### config.mk
export PLATFORM = sky130hd
export DESIGN_NAME = fpu_flat
export DESIGN_NICKNAME = d
export VERILOG_FILES = /design/src/rtl/fpu_pkg.sv /design/src/rtl/fpu_if.sv /design/src/rtl/fpu_round_pack.sv /design/src/rtl/fpu.sv /design/src/flat_wrapper.sv
export SDC_FILE = /design/constraint.sdc
export NUM_CORES = 2
export LEC_CHECK = 0
export ABC_CLOCK_PERIOD_IN_PS = 39400
export BUFFER_PORTS_ARGS = -buffer_cell sky130_fd_sc_hd__buf_2
export CAP_MARGIN = 5
export CORE_MARGIN = 2
export CORE_UTILIZATION = 55
export CTS_CLUSTER_SIZE = 16
export DETAILED_ROUTE_END_ITERATION = 10
export GPL_TIMING_DRIVEN = 0
export PLACE_DENSITY = 0.72
export SYNTH_ARGS = -nofsm -noshare
export SYNTH_HDL_FRONTEND = slang
export SYNTH_SLANG_ARGS = --single-unit
### constraint.sdc
create_clock -name clk -period 39.4 [get_ports clk]
set_input_delay 1.97 -clock clk [delete_from_list [all_inputs] [get_ports clk]]
set_output_delay 1.97 -clock clk [all_outputs]
set_load 0.03 [all_outputs]
### src/rtl/fpu_pkg.sv
// Shared definitions for the single-precision add/multiply unit: field widths,
// the canonical quiet NaN, operand unpacking and the nearest-even round decision.
package fpu_pkg;

    localparam int EXP_W  = 8;
    localparam int FRAC_W = 23;
    localparam int BIAS   = 127;
    localparam int WORD_W = 1 + EXP_W + FRAC_W;

    localparam logic [31:0] QNAN = 32'h7FC00000;

    typedef struct packed {
        logic              sign;
        logic [EXP_W-1:0]  exp;
        logic [FRAC_W-1:0] frac;
        logic              is_zero;
        logic              is_inf;
        logic              is_nan;
    } fp_fields_t;

    // Split a binary32 word into fields; a zero exponent (zero or denormal)
    // is reported as zero so denormal inputs are flushed.
    function automatic fp_fields_t unpack_fp(input logic [31:0] x);
        fp_fields_t f;
        f.sign    = x[31];
        f.exp     = x[30:23];
        f.frac    = x[22:0];
        f.is_zero = (x[30:23] == 8'h00);
        f.is_inf  = (x[30:23] == 8'hFF) && (x[22:0] == 23'h000000);
        f.is_nan  = (x[30:23] == 8'hFF) && (x[22:0] != 23'h000000);
        return f;
    endfunction

    // Round-to-nearest, ties-to-even: increment when above half, or exactly
    // half with an odd LSB.
    function automatic logic rne_round_up(input logic lsb, input logic guard,
                                          input logic rnd, input logic sticky);
        return guard & (rnd | sticky | lsb);
    endfunction

endpackage

### src/rtl/fpu_if.sv
// Operand/result bundle of the FP unit. The driver owns A, B and control;
// the unit owns result.
interface fpu_if;
    import fpu_pkg::*;

    logic [WORD_W-1:0] A;
    logic [WORD_W-1:0] B;
    logic              control;
    logic [WORD_W-1:0] result;

    modport master (output A, output B, output control, input result);
    modport slave  (input A, input B, input control, output result);

endinterface

### src/rtl/fpu_round_pack.sv
// Rounds a normalized 24-bit significand with guard/round/sticky to nearest
// even, renormalizes on a rounding carry, range-checks the exponent and packs
// a binary32 word. Overflow gives signed infinity, underflow signed zero.
module fpu_round_pack
    import fpu_pkg::*;
(
    input  logic              sign_s,
    input  logic signed [9:0] exp_s,     // unbiased exponent, value = 1.f * 2^exp
    input  logic [23:0]       sig_s,     // bit 23 is the hidden one
    input  logic              guard_s,
    input  logic              round_s,
    input  logic              sticky_s,
    output logic [31:0]       result_s
);

    logic               inc_s;
    logic [24:0]        sum_s;
    logic [22:0]        frac_s;
    logic signed [10:0] bexp_s;

    // Round, renormalize on carry-out, then pick infinity, zero or the packed value.
    always_comb begin
        inc_s  = rne_round_up(sig_s[0], guard_s, round_s, sticky_s);
        sum_s  = {1'b0, sig_s} + {24'd0, inc_s};
        bexp_s = {exp_s[9], exp_s} + 11'sd127;
        if (sum_s[24]) begin
            bexp_s = bexp_s + 11'sd1;
            frac_s = sum_s[23:1];
        end else begin
            frac_s = sum_s[22:0];
        end
        if (bexp_s >= 11'sd255) begin
            result_s = {sign_s, 8'hFF, 23'd0};
        end else if (bexp_s <= 11'sd0) begin
            result_s = {sign_s, 31'd0};
        end else begin
            result_s = {sign_s, bexp_s[7:0], frac_s};
        end
    end

endmodule

### src/rtl/fpu.sv
// Single-precision add (control=0) / multiply (control=1) with a registered
// result: one operation accepted per clock, result one clock later.
module fpu
    import fpu_pkg::*;
(
    input  logic  clk,
    input  logic  rst,
    fpu_if.slave  bus
);

    fp_fields_t fa_s;
    fp_fields_t fb_s;

    // add path
    logic              swap_s;
    logic              big_sign_s;
    logic [7:0]        big_exp_s;
    logic [7:0]        small_exp_s;
    logic [23:0]       big_sig_s;
    logic [23:0]       small_sig_s;
    logic [7:0]        diff_s;
    logic [49:0]       shifted_s;
    logic [27:0]       big_w_s;      // {carry, sig[23:0], G, R, S}
    logic [27:0]       small_w_s;
    logic [27:0]       sum_w_s;
    logic [4:0]        lz_s;
    logic [26:0]       norm_s;
    logic [23:0]       add_sig_s;
    logic              add_g_s;
    logic              add_r_s;
    logic              add_st_s;
    logic signed [9:0] add_exp_s;
    logic [31:0]       add_packed_s;
    logic [31:0]       add_res_s;

    // multiply path
    logic [47:0]       prod_s;
    logic [23:0]       mul_sig_s;
    logic              mul_g_s;
    logic              mul_r_s;
    logic              mul_st_s;
    logic              mul_sign_s;
    logic signed [9:0] mul_exp_s;
    logic [31:0]       mul_packed_s;
    logic [31:0]       mul_res_s;

    logic [31:0]       next_res_s;
    logic [31:0]       result_r;

    assign fa_s = unpack_fp(bus.A);
    assign fb_s = unpack_fp(bus.B);

    // Order operands by magnitude, align the smaller one and add/subtract magnitudes.
    always_comb begin
        swap_s = ({fb_s.exp, fb_s.frac} > {fa_s.exp, fa_s.frac});
        if (swap_s) begin
            big_sign_s  = fb_s.sign;
            big_exp_s   = fb_s.exp;
            big_sig_s   = {1'b1, fb_s.frac};
            small_exp_s = fa_s.exp;
            small_sig_s = {1'b1, fa_s.frac};
        end else begin
            big_sign_s  = fa_s.sign;
            big_exp_s   = fa_s.exp;
            big_sig_s   = {1'b1, fa_s.frac};
            small_exp_s = fb_s.exp;
            small_sig_s = {1'b1, fb_s.frac};
        end
        diff_s    = big_exp_s - small_exp_s;
        shifted_s = {small_sig_s, 26'd0} >> diff_s;
        big_w_s   = {1'b0, big_sig_s, 3'b000};
        // Beyond 25 positions the smaller operand only contributes to sticky.
        if (diff_s >= 8'd26) begin
            small_w_s = 28'd1;
        end else begin
            small_w_s = {1'b0, shifted_s[49:24], |shifted_s[23:0]};
        end
        if (fa_s.sign == fb_s.sign) begin
            sum_w_s = big_w_s + small_w_s;
        end else begin
            sum_w_s = big_w_s - small_w_s;
        end
    end

    // Normalize the raw sum: right by one on carry-out, else left by the leading-zero count.
    always_comb begin
        lz_s = 5'd0;
        for (int i = 0; i < 27; i++) begin
            lz_s = sum_w_s[i] ? 5'(26 - i) : lz_s;
        end
        norm_s = sum_w_s[26:0] << lz_s;
        if (sum_w_s[27]) begin
            add_sig_s = sum_w_s[27:4];
            add_g_s   = sum_w_s[3];
            add_r_s   = sum_w_s[2];
            add_st_s  = sum_w_s[1] | sum_w_s[0];
            add_exp_s = $signed({2'b00, big_exp_s}) - 10'sd126;
        end else begin
            add_sig_s = norm_s[26:3];
            add_g_s   = norm_s[2];
            add_r_s   = norm_s[1];
            add_st_s  = norm_s[0];
            add_exp_s = $signed({2'b00, big_exp_s}) - 10'sd127 - $signed({5'd0, lz_s});
        end
    end

    // Multiply significands and normalize the 48-bit product to 24 bits plus G/R/S.
    always_comb begin
        mul_sign_s = fa_s.sign ^ fb_s.sign;
        prod_s     = 48'({1'b1, fa_s.frac}) * 48'({1'b1, fb_s.frac});
        if (prod_s[47]) begin
            mul_sig_s = prod_s[47:24];
            mul_g_s   = prod_s[23];
            mul_r_s   = prod_s[22];
            mul_st_s  = |prod_s[21:0];
            mul_exp_s = $signed({2'b00, fa_s.exp}) + $signed({2'b00, fb_s.exp}) - 10'sd253;
        end else begin
            mul_sig_s = prod_s[46:23];
            mul_g_s   = prod_s[22];
            mul_r_s   = prod_s[21];
            mul_st_s  = |prod_s[20:0];
            mul_exp_s = $signed({2'b00, fa_s.exp}) + $signed({2'b00, fb_s.exp}) - 10'sd254;
        end
    end

    fpu_round_pack u_add_round (
        .sign_s   (big_sign_s),
        .exp_s    (add_exp_s),
        .sig_s    (add_sig_s),
        .guard_s  (add_g_s),
        .round_s  (add_r_s),
        .sticky_s (add_st_s),
        .result_s (add_packed_s)
    );

    fpu_round_pack u_mul_round (
        .sign_s   (mul_sign_s),
        .exp_s    (mul_exp_s),
        .sig_s    (mul_sig_s),
        .guard_s  (mul_g_s),
        .round_s  (mul_r_s),
        .sticky_s (mul_st_s),
        .result_s (mul_packed_s)
    );

    // Override the add result for NaN, infinity, zero operands and exact cancellation.
    always_comb begin
        if (fa_s.is_nan || fb_s.is_nan) begin
            add_res_s = QNAN;
        end else if (fa_s.is_inf && fb_s.is_inf) begin
            add_res_s = (fa_s.sign != fb_s.sign) ? QNAN : bus.A;
        end else if (fa_s.is_inf) begin
            add_res_s = bus.A;
        end else if (fb_s.is_inf) begin
            add_res_s = bus.B;
        end else if (fa_s.is_zero && fb_s.is_zero) begin
            add_res_s = {fa_s.sign & fb_s.sign, 31'd0};
        end else if (fa_s.is_zero) begin
            add_res_s = bus.B;
        end else if (fb_s.is_zero) begin
            add_res_s = bus.A;
        end else if (sum_w_s == 28'd0) begin
            add_res_s = 32'h00000000;
        end else begin
            add_res_s = add_packed_s;
        end
    end

    // Override the multiply result for NaN, infinity and zero operands.
    always_comb begin
        if (fa_s.is_nan || fb_s.is_nan) begin
            mul_res_s = QNAN;
        end else if ((fa_s.is_inf && fb_s.is_zero) || (fb_s.is_inf && fa_s.is_zero)) begin
            mul_res_s = QNAN;
        end else if (fa_s.is_inf || fb_s.is_inf) begin
            mul_res_s = {mul_sign_s, 8'hFF, 23'd0};
        end else if (fa_s.is_zero || fb_s.is_zero) begin
            mul_res_s = {mul_sign_s, 31'd0};
        end else begin
            mul_res_s = mul_packed_s;
        end
    end

    // Select the operation requested this cycle.
    always_comb begin
        if (bus.control) begin
            next_res_s = mul_res_s;
        end else begin
            next_res_s = add_res_s;
        end
    end

    // Result register; reset wins over the operation sampled at the same edge.
    always_ff @(posedge clk) begin
        if (rst) begin
            result_r <= 32'h00000000;
        end else begin
            result_r <= next_res_s;
        end
    end

    assign bus.result = result_r;

endmodule

### src/flat_wrapper.sv
// flat-port wrapper written by rule: the top's interface ports become plain ports
module fpu_flat import fpu_pkg::*;
  (clk, rst, bus_A, bus_B, bus_control, bus_result);
  fpu_if bus_i ();
  input  logic clk;
  input  logic rst;
  input wire logic [$bits(bus_i.A)-1:0] bus_A;
  input wire logic [$bits(bus_i.B)-1:0] bus_B;
  input wire logic [$bits(bus_i.control)-1:0] bus_control;
  output wire logic [$bits(bus_i.result)-1:0] bus_result;
  assign bus_i.A = bus_A;
  assign bus_i.B = bus_B;
  assign bus_i.control = bus_control;
  assign bus_result = bus_i.result;
  fpu u_core (.clk(clk), .rst(rst), .bus(bus_i));
endmodule
# == After elaboration in Yosys (flattened, before gate mapping) ==
# Cells that the tools add are included.
# Widths: inputs -> output; s select.
# totals
inputBits,67
regBits,32
word_cells,126
# op_classes
muxes,66
multipliers,1
n_eq_ne,4
order_cmp,6
bitwise,9
n_addsub,15
reduce_logical,22
shifts,2
# op_table
cell,n
$mux 32,12
$mux 31,6
$mux 5,27
$mux 23,4
$add 24x1->25,2
$shr 50x8->50,1
$mul 24x24->48,1
$mux 24,2
$logic_not 23->1,2
$reduce_bool 23->1,2
$gt 31x31->1,1
$add 27x27->28,1
$logic_not 28->1,1
$mux 28,1
$sub 27x27->28,1
$mux 27,1
$shl 27x5->27,1
$reduce_or 24->1,1
$add 10x8->11 const B,2
$add 11x2->11 const B,2
$ge 11x9->1 const B,2
$le 11x1->1 const B,2
$mux 11,2
$reduce_or 22->1,1
other kinds (19),47

# == Longest topological paths before layout ==
# depth
ltp_word,54
mapped_depth,67

# == By module ==
# From an unflattened synthesis, not the netlist that was laid out.
# hier_totals
cells_unflattened,4461
area_unflattened_um2,34031.4
# modules_own_cells
module,cells_each,n_inst,area_per_inst_um2,seq_area_each_um2
fpu,4028,1,31146.1,640.6
fpu_round_pack at u_core.u_add_round,216,1,1559.0,0.0
fpu_round_pack at u_core.u_mul_round,217,1,1326.3,0.0

# == Worst setup path before layout ==
# No wires, ideal clock.
# synth_timing
path_type,input-to-reg
from,input port bus_A[1]
to,register u_core.result_r[17] (netlist: u_core.bus.result[17])
slack_ps,24454
cell_stages,62
arrival_ps,14850
t_required_ps,39304
cell_sequence,clkbuf_1 -> clkinv_1 -> ha_1 -> nand3b_1 -> a21o_1 -> a311oi_1 -> o211ai_2 -> nand2_2 -> buf_4 -> buf_2 -> buf_1 -> buf_1 -> mux2i_1 -> ha_1 -> or3_1 -> and2_1 -> buf_4 -> buf_2 -> [26 not listed] -> fa_1 -> inv_1 -> a21oi_1 -> o21bai_1 -> a21oi_1 -> a2111oi_0 -> nor2_1 -> o21ai_0 -> xor2_1 -> nand3_1 -> nor2_1 -> xnor2_1 -> nor2b_1 -> a211o_1 -> nand3_1 -> mux2_2 -> nand4_1 -> o311ai_1
# synth_between
elab_chain_cells,54
elab_cells_between_ends,105
classes_between,add/sub: 12; mul: 1; order compare: 6; shift: 2; mux: 64; bitwise: 7; reduce/logical: 13
# synth_rtl
item,line,rtl
from (decl),flat_wrapper.sv:7,input wire logic [$bits(bus_i.A)-1:0] bus_A;
"parallel branches: the longest is 53 deep, another holds $gt 31x31->1",--,
$mux 32 (*),fpu.sv:186,if (bus.control) begin
to (signal assigned),fpu.sv:198,result_r <= next_res_s;
to (decl),fpu.sv:48,logic [31:0] result_r;
# Mark *: on every way between the ends.
# A chain may end at the register's enable or synchronous reset.

# == Worst setup path in the final report ==
# layout_timing
from,input port bus_A[1]
to,register u_core.result_r[3] (netlist: u_core.bus.result[3])
# Same word-level chain as after synthesis.

==> qor.yml <==
largest_register_ffs: 32
crit_family: "compound AO/OA/AOI/OAI gates"
ys.flop_type: "dfxtp_1"
clock-sinks: 32
hold_viol: 0
yosysTopAreaCell: "fa_1"
tightestPinTransition_ns: 1.34
tns_ns: 0
synthesis.nets: 5515
synth-edff-count: 0
viasPerCell: 6.49
synth.most_common_cell: "inv_1"
hp-class: "in -> reg"
drc: 0
synth_common_cells: "inv_1, nand2_1, fa_1"
cts_setup_buffers: 0
synthTopCellsByArea: "fa_1, ha_1, inv_1"
setup_viol: 0
antenna_found_initial: 2
drv_slew: 0
max_cap_violations: 0
clk_path_buf_depth: 2
chipHeight_um: 257
cts_buffers: 5
dieArea_um2: 66100
cts_hold_buffers: 0
netlist_area_um2: 35200
relSlewSlack: 0.103
cts_tree: "done"
crit_path_max_fanout: 10
initial_core_util: 0.558
vias: 36500
syn_avg_cell_area_um2: 7.55
period_needed_ns: 21.52
wl_per_cell_um: 25.2
grt_max_degree: 12
end_kind: "flop"
n_antenna_cell: 0
drtAntennaViolNets: 0
worst_setup_path_start_kind: "input port"
drtIter0Drc: 4246
clockRootBuffer: "clkbuf_16"
ys_types: 116
grt_overflow_total: 0
netlist_instances: 4666
num_rows: 92
grt_pass1_vias: 35000
num-fill-cells: 6073
cp.required_ns: 39.52
dp_hpwl_mm: 118
path_class: "in -> reg"
grt_pass1_wl_mm: 214
cts_resized: 0
drive_gt1_frac: 0.0580
die_width_um: 257
critPathSlowestCell: "a211oi_1"
core_area_um2: 63200
yosys_register_bits: 32
path_common_cell: "buf_2"
fmax_mhz: 46.5
finalCritPeriodShare: 0.546
synth_warnings: 0
first_pass_iters: 9
arrival_ns: 21.64
portBuffers: 98
synth.top_cell.area_share: 0.276
grt_usage: 0.423
synth_async_sr_flop_share: 0
grt_setup_unrepaired: "false"
htree_levels: 2
final_nets: 5622
clkSlewWorstSetupHoldPaths_ns: 0.05
syn_to_final_growth_pct: 4.90
gp_congestion: 1.04
cp_slowest_stage_delay_ns: 1.07
drt_wl_total_mm: 142
cp_num_buf_inv: 14
io_pins: 99
status: "completed"
yosysSeqAreaShare: 0.0182
==> path summary, 6_finish.rpt <==
kind                  startpoint              endpoint  depth (start not counted)
worst max-delay path    bus_A[1]  u_core.bus.result[3]                         61
worst min-delay path         rst  u_core.bus.result[9]                          4
==> final cells by class <==
class / instances / area (um2) / share of cell area
Tap cell: 846 / 1060 / 0.0286
Timing Repair Buffer: 100 / 509 / 0.0138
Buffer: 265 / 1070 / 0.0289
Multi-Input combinational cell: 3696 / 31000 / 0.839
Inverter: 673 / 2530 / 0.0683
Clock inverter: 2 / 10.0 / 0.000271
Clock buffer: 6 / 139 / 0.00376
Sequential cell: 32 / 641 / 0.0173
==> cell families (layout without fill, tap and decap cells) <==
family / after synthesis / after routing / synth area share
and+or+nand+nor: 1662 / 1662 / 0.225
AOI/OAI and AO/OA: 978 / 978 / 0.190
buffers and inverters: 938 / 1046 / 0.102
adders and majority gates: 782 / 782 / 0.381
xor gates and xnor gates: 146 / 146 / 0.0365
muxes: 128 / 128 / 0.0474
DFF: 32 / 32 / 0.0182
==> placed cells by master (no fill, tap or decap), types with 35 or more instances in the layout <==
cell type    n
nor2_1     391
fa_1       485
a21oi_1    222
xnor2_1     96
o21a_1      36
nand2_1    582
and2_1     181
mux2i_1     71
xor2_1      49
inv_1      667
nor3_1      97
clkbuf_1   202
nand3_1    101
nor4_1      44
buf_2      127
o21ai_0    194
a21o_1      55
nand4_1     47
ha_1       297
nor2b_1     35
a211oi_1    38
==> metrics by stage <==
step           cells  hold slack (ns)  cell area (um2)  setup slack (ns)   util
3_3_place_gp    5610             2.34            36800             18.66  0.582
2_1_floorplan   4666             2.12            35200             24.45      -
4_1_cts         5620             2.05            37000             19.09  0.585
6_report        5620             2.07            37000             17.88  0.585
5_1_grt         5620             2.08            37000             17.37  0.585
3_5_place_dp    5612             2.34            36800             18.86  0.583
==> metal layers <==
layer	share of wire	GRT usage
met5	0.00012	0
met4	0.071	0.238
met3	0.13	0.110
met2	0.42	0.638
met1	0.38	0.551
Power is left out: the tool's default activity adds up to more than one toggle a clock period on the data nets, which glitch-free logic cannot reach.
